### src/rtl/button_event.sv
// Turns a debounced button level into single-cycle press / release /
// long-press events; auto-repeat in LONG is built when BUTTON_REPEAT_EN is defined.
module button_event #(
   parameter int unsigned CLK_PERIOD_ns = 20,
   parameter int unsigned LONG_PRESS_ns = 1_000_000_000,
   parameter int unsigned REPEAT_ns     = 200_000_000
) (
   input  logic       clk,
   input  logic       resetn,
   input  logic       enable,
   input  logic       sig_i,
   output logic       held,
   output logic       press,
   output logic       release_evt,
   output logic       long_press,
   output logic       repeat_evt,
   output logic [7:0] press_count
);

   localparam int unsigned LONG_CYCLES   = LONG_PRESS_ns / CLK_PERIOD_ns;
   localparam int unsigned REPEAT_CYCLES = REPEAT_ns / CLK_PERIOD_ns;
   localparam int unsigned MAX_CYCLES    =
      (LONG_CYCLES > REPEAT_CYCLES) ? LONG_CYCLES : REPEAT_CYCLES;
   localparam int CW = $clog2(MAX_CYCLES);

   // Counter value on the edge where the hold reaches LONG_CYCLES.
   localparam logic [CW-1:0] LONG_LAST = CW'(LONG_CYCLES - 1);

   if (LONG_CYCLES < 2) begin : g_long_chk
      $error("button_event: LONG_CYCLES must be >= 2");
   end

   if (REPEAT_CYCLES < 2) begin : g_rep_chk
      $error("button_event: REPEAT_CYCLES must be >= 2");
   end

   typedef enum logic [1:0] {
      ST_IDLE,
      ST_PRESSED,
      ST_LONG
   } state_t;

   state_t        state;
   logic [CW-1:0] cnt;
   // High until the first enabled edge after reset.
   logic          post_rst;
   // Current hold began before reset exit: it produces no events.
   logic          stale_hold;

`ifdef BUTTON_REPEAT_EN
   localparam logic [CW-1:0] REP_LAST = CW'(REPEAT_CYCLES - 1);
   logic rep_q;

   assign repeat_evt = rep_q;
`else
   assign repeat_evt = 1'b0;
`endif

   // Button FSM: hold timing, registered event pulses and press counter.
   always_ff @(posedge clk or negedge resetn) begin
      if (!resetn) begin
         state       <= ST_IDLE;
         cnt         <= '0;
         post_rst    <= 1'b1;
         stale_hold  <= 1'b0;
         held        <= 1'b0;
         press       <= 1'b0;
         release_evt <= 1'b0;
         long_press  <= 1'b0;
         press_count <= 8'd0;
`ifdef BUTTON_REPEAT_EN
         rep_q       <= 1'b0;
`endif
      end else if (!enable) begin
         press       <= 1'b0;
         release_evt <= 1'b0;
         long_press  <= 1'b0;
`ifdef BUTTON_REPEAT_EN
         rep_q       <= 1'b0;
`endif
      end else begin
         press       <= 1'b0;
         release_evt <= 1'b0;
         long_press  <= 1'b0;
`ifdef BUTTON_REPEAT_EN
         rep_q       <= 1'b0;
`endif
         post_rst    <= 1'b0;
         unique case (state)
            ST_IDLE: begin
               if (sig_i) begin
                  state      <= ST_PRESSED;
                  held       <= 1'b1;
                  cnt        <= '0;
                  stale_hold <= post_rst;
                  if (!post_rst) begin
                     press       <= 1'b1;
                     press_count <= press_count + 8'd1;
                  end
               end
            end
            ST_PRESSED: begin
               if (!sig_i) begin
                  state       <= ST_IDLE;
                  held        <= 1'b0;
                  stale_hold  <= 1'b0;
                  release_evt <= !stale_hold;
               end else if (cnt == LONG_LAST) begin
                  state      <= ST_LONG;
                  cnt        <= '0;
                  long_press <= !stale_hold;
               end else begin
                  cnt <= cnt + CW'(1);
               end
            end
            ST_LONG: begin
               if (!sig_i) begin
                  state       <= ST_IDLE;
                  held        <= 1'b0;
                  stale_hold  <= 1'b0;
                  release_evt <= !stale_hold;
`ifdef BUTTON_REPEAT_EN
               end else if (cnt == REP_LAST) begin
                  cnt   <= '0;
                  rep_q <= !stale_hold;
               end else begin
                  cnt <= cnt + CW'(1);
`endif
               end
            end
            default: begin
               state <= ST_IDLE;
               held  <= 1'b0;
            end
         endcase
      end
   end

endmodule

### config.mk
export PLATFORM = sky130hd
export DESIGN_NAME = button_event
export DESIGN_NICKNAME = d
export VERILOG_FILES = /design/src/rtl/button_event.sv
export SDC_FILE = /design/constraint.sdc
export NUM_CORES = 1
export LEC_CHECK = 0
export ABC_AREA = 1
export BUFFER_PORTS_ARGS = -buffer_cell sky130_fd_sc_hd__clkbuf_2
export CAP_MARGIN = 5
export CORE_MARGIN = 2
export CORE_UTILIZATION = 65
export CTS_CLUSTER_SIZE = 30
export DETAILED_ROUTE_END_ITERATION = 7
export PLACE_DENSITY_LB_ADDON = 0.15
export SYNTH_ARGS = -nofsm -noshare
export SYNTH_HDL_FRONTEND = slang
export SYNTH_SLANG_ARGS = --single-unit
### constraint.sdc
create_clock -name clk -period 4.1 [get_ports clk]
set_input_delay 0.615 -clock clk [delete_from_list [all_inputs] [get_ports clk]]
set_output_delay 0.615 -clock clk [all_outputs]
set_load 0.02 [all_outputs]
==> metrics.cfg <==
[outcome]
status=finished clean

[critical_path]
worst_ep_arrival_time_ns=2.13
slowest_delay_ns=0.51
r2r_slack_ns=2.15
rr_worst_depth=8
cp.required_ns=4.28
critPathBufInv=2
crit_path_start=state[1]$_DFFE_PN0P_
path_max_fanout=17
path_class=reg -> reg
end_kind=register
crit_path_start_kind=register
r2r_end=cnt[20]$_DFFE_PN0P_
regToRegStartpoint=state[1]$_DFFE_PN0P_
worstPathCellList=inv_1 > ha_1 > o21ai_4 > inv_2 > nand3_1 > nand2_1 > nand2_1 > nor2_1
slowest_stage=o21ai_4
cp_common_cell=nand2_1
cp_top_family=compound AO/OA/AOI/OAI gates

[clocking]
cts_buffer_depth=2
ctsResizeCount=0
cts-htree-levels=2
clock_latency_ns=0.30
clock-sinks=42
cts_tree=done
postCtsSetupRepairBufs=0
numCtsBuffers=5
path_clk_slew_ns=0.08
cts-root-buf=clkbuf_8
postCtsHoldBufs=0

[drt]
ant_nets=0
drt_iter0_markers=137
drc=0
dr.pass1.iters=4
wirelength_mm=5.66
viasPerCell=5.29
num_vias=2315
wl_per_cell_um=12.9

[timing]
setup_slack_ns=2.15
setup-violations-final=0
slew_headroom_pct=31.9
setup_tns_ns=0
finalMaxSlewViolations=0
fin_crit_sh_pct=47.6
fin_hold_ws_ns=0.456
hold_viol=0
rsz0062_at_grt=false
worst_pin_slew_ns=1.02
fin_crit_ns=1.95
clock_skew_ns=0.00763
fmax_mhz=512

[worst_hold_path]
worstHoldStart=post_rst$_DFFE_PN1P_
hp-class=reg -> reg
hold_depth=2
min_to=post_rst$_DFFE_PN1P_

[yosys]
async_reset_ff_share_pct=100
synth_seq_cells=42
synth-edff-count=0
yosysWarnings=0
synthCells=369
ys_types=33
synth_flop_cell=dfrtp_1
synth_area_per_cell_um2=7.06
ys_seq_area_share_pct=40.4
synth_fp_nets=378
synthesis.area_um2=2600

[floorplanning]
fp.dieW_um=67.3
rows=23
die_height_um=67.3
start_util_pct=66.6
core_region_area_um2=3910
dieArea_um2=4530
num_io_pins=17

[final_layout]
multi_input_area_um2=1320
utilization_pct=72.7
final_design_area_no_fill_um2=2850
syn_to_final_growth_pct=9.22
finalNonFillerCells=438
diodes=0
drive_above_1_share_pct=11.1
nets=396
nFillCells=324
regArea_um2=1050

[grt]
grt_max_degree=43
antenna_found_initial=0
groute.usage.overall_pct=28.1
grt_first_pass_wirelength_mm=9.56
grt_pass1_vias=2219
grt_overflow=0

[pwr]
switching_share_pct=33.7
power_leakage_nw=1.37
power.share.clock_pct=32.2
switching_power_mw=0.417
ir_drop_v=0.000352
cellInternalPower_mw=0.818
p_seq_share_pct=43.2
p_total_mw=1.23
power_density_nw_per_um2=434
p_comb_share_pct=24.5

[place]
dp_cells=430
place_ws_ns=2.19
port_buffers=15
place_congestion=0.999
dp_hpwl_mm=4.20
placed_area_um2=2710

[run]
maxCapViolations=0

[synth_stat cells (4+ instances only)]
master   instances  area, um^2
nand4_1          9        56.3
nand2_2          4        25.0
ha_1             5        62.6
o21ai_0          4        20.0
nor2_4           4        45.0
inv_1           51         191
dfrtp_1         41        1030
nand3_1         37         185
nand2_1        105         394
nor2_1          66         248
xor2_1           9        78.8
nor2_2           4        25.0
[cell type report]
type                            instances  area share, %
Multi-Input combinational cell        270           46.3
Sequential cell                        42           37.0
Inverter                               53           6.99
Timing Repair Buffer                   15           2.64
Clock buffer                            5           2.42
Clock inverter                          3           2.42
Tap cell                               50           2.20
[cell families (layout without fill, tap and decap cells)]
group                      after synthesis  count (layout)  synth area share, %
buffers and inverters                   57              76                 8.98
and+or+nand+nor                        236             236                 39.3
other                                    1               1                0.144
AOI/OAI and AO/OA                       14              14                 3.94
adders and majority gates                5               5                 2.40
muxes                                    2               2                0.817
xor gates and xnor gates                12              12                 4.03
DFF                                     42              42                 40.4
[registers in the layout, indices dropped and copies added, names as in the netlist]
register,cells
release_evt,1
long_press,1
press_count,8
press,1
state,2
held,1
cnt,26
post_rst,1
stale_hold,1
[placed cells by master (no fill, tap or decap), types with 2 or more instances in the layout]
cell type  netlist  layout
o21ai_0          4       4
inv_2            2       2
nor2_1          66      66
clkbuf_8         0       5
nand3_1         37      37
nor2_4           4       4
clkbuf_2         0      15
ha_1             5       5
dfrtp_1         41      41
nand4_1          9       9
xnor2_1          3       3
nor2_2           4       4
a21oi_1          3       3
bufinv_16        0       2
o22ai_1          2       2
inv_1           51      51
xor2_1           9       9
nor3_1           3       3
nand2_1        105     105
nand2_2          4       4
[tightest hold or removal path, stage by stage, from the launching register on]
cell     delay [ns]
dfstp_2        0.36
inv_1          0.06
nor2_1         0.04
[worst max path at each step]
| stage | depth (start not counted) | end | slack (ns) |
|---|---|---|---|
| 3_3_place_gp | 7 | cnt[20]$_DFFE_PN0P_ | 2.26 |
| 6_report | 8 | cnt[20]$_DFFE_PN0P_ | 2.15 |
| 3_5_place_dp | 7 | cnt[20]$_DFFE_PN0P_ | 2.19 |
| 4_1_cts | 8 | cnt[20]$_DFFE_PN0P_ | 2.18 |
| 5_1_grt | 8 | cnt[20]$_DFFE_PN0P_ | 1.95 |
| 2_1_floorplan | 6 | cnt[6]$_DFFE_PN0P_ | 2.52 |
[power by group through the flow]
stage,clock (mW),sequential [mW],combinational [mW]
floorplan,0,0.574,0.184
global placement,0,0.539,0.297
detailed placement,0,0.540,0.302
CTS,0.400,0.533,0.304
global route,0.419,0.543,0.336
finish,0.398,0.534,0.303
[metal layers]
metal  global-route usage [%]  vias up  part of all wire, %  wire length, um
li1                         -     1176                    -                -
met1                     34.2     1081                   45             2550
met2                     48.3       46                   50             2820
met3                     5.33       12                  2.9              164
met4                     12.8        0                  2.2              123
met5                        0        -                    0                0
No activity file was read; power rests on OpenSTA's default activity.
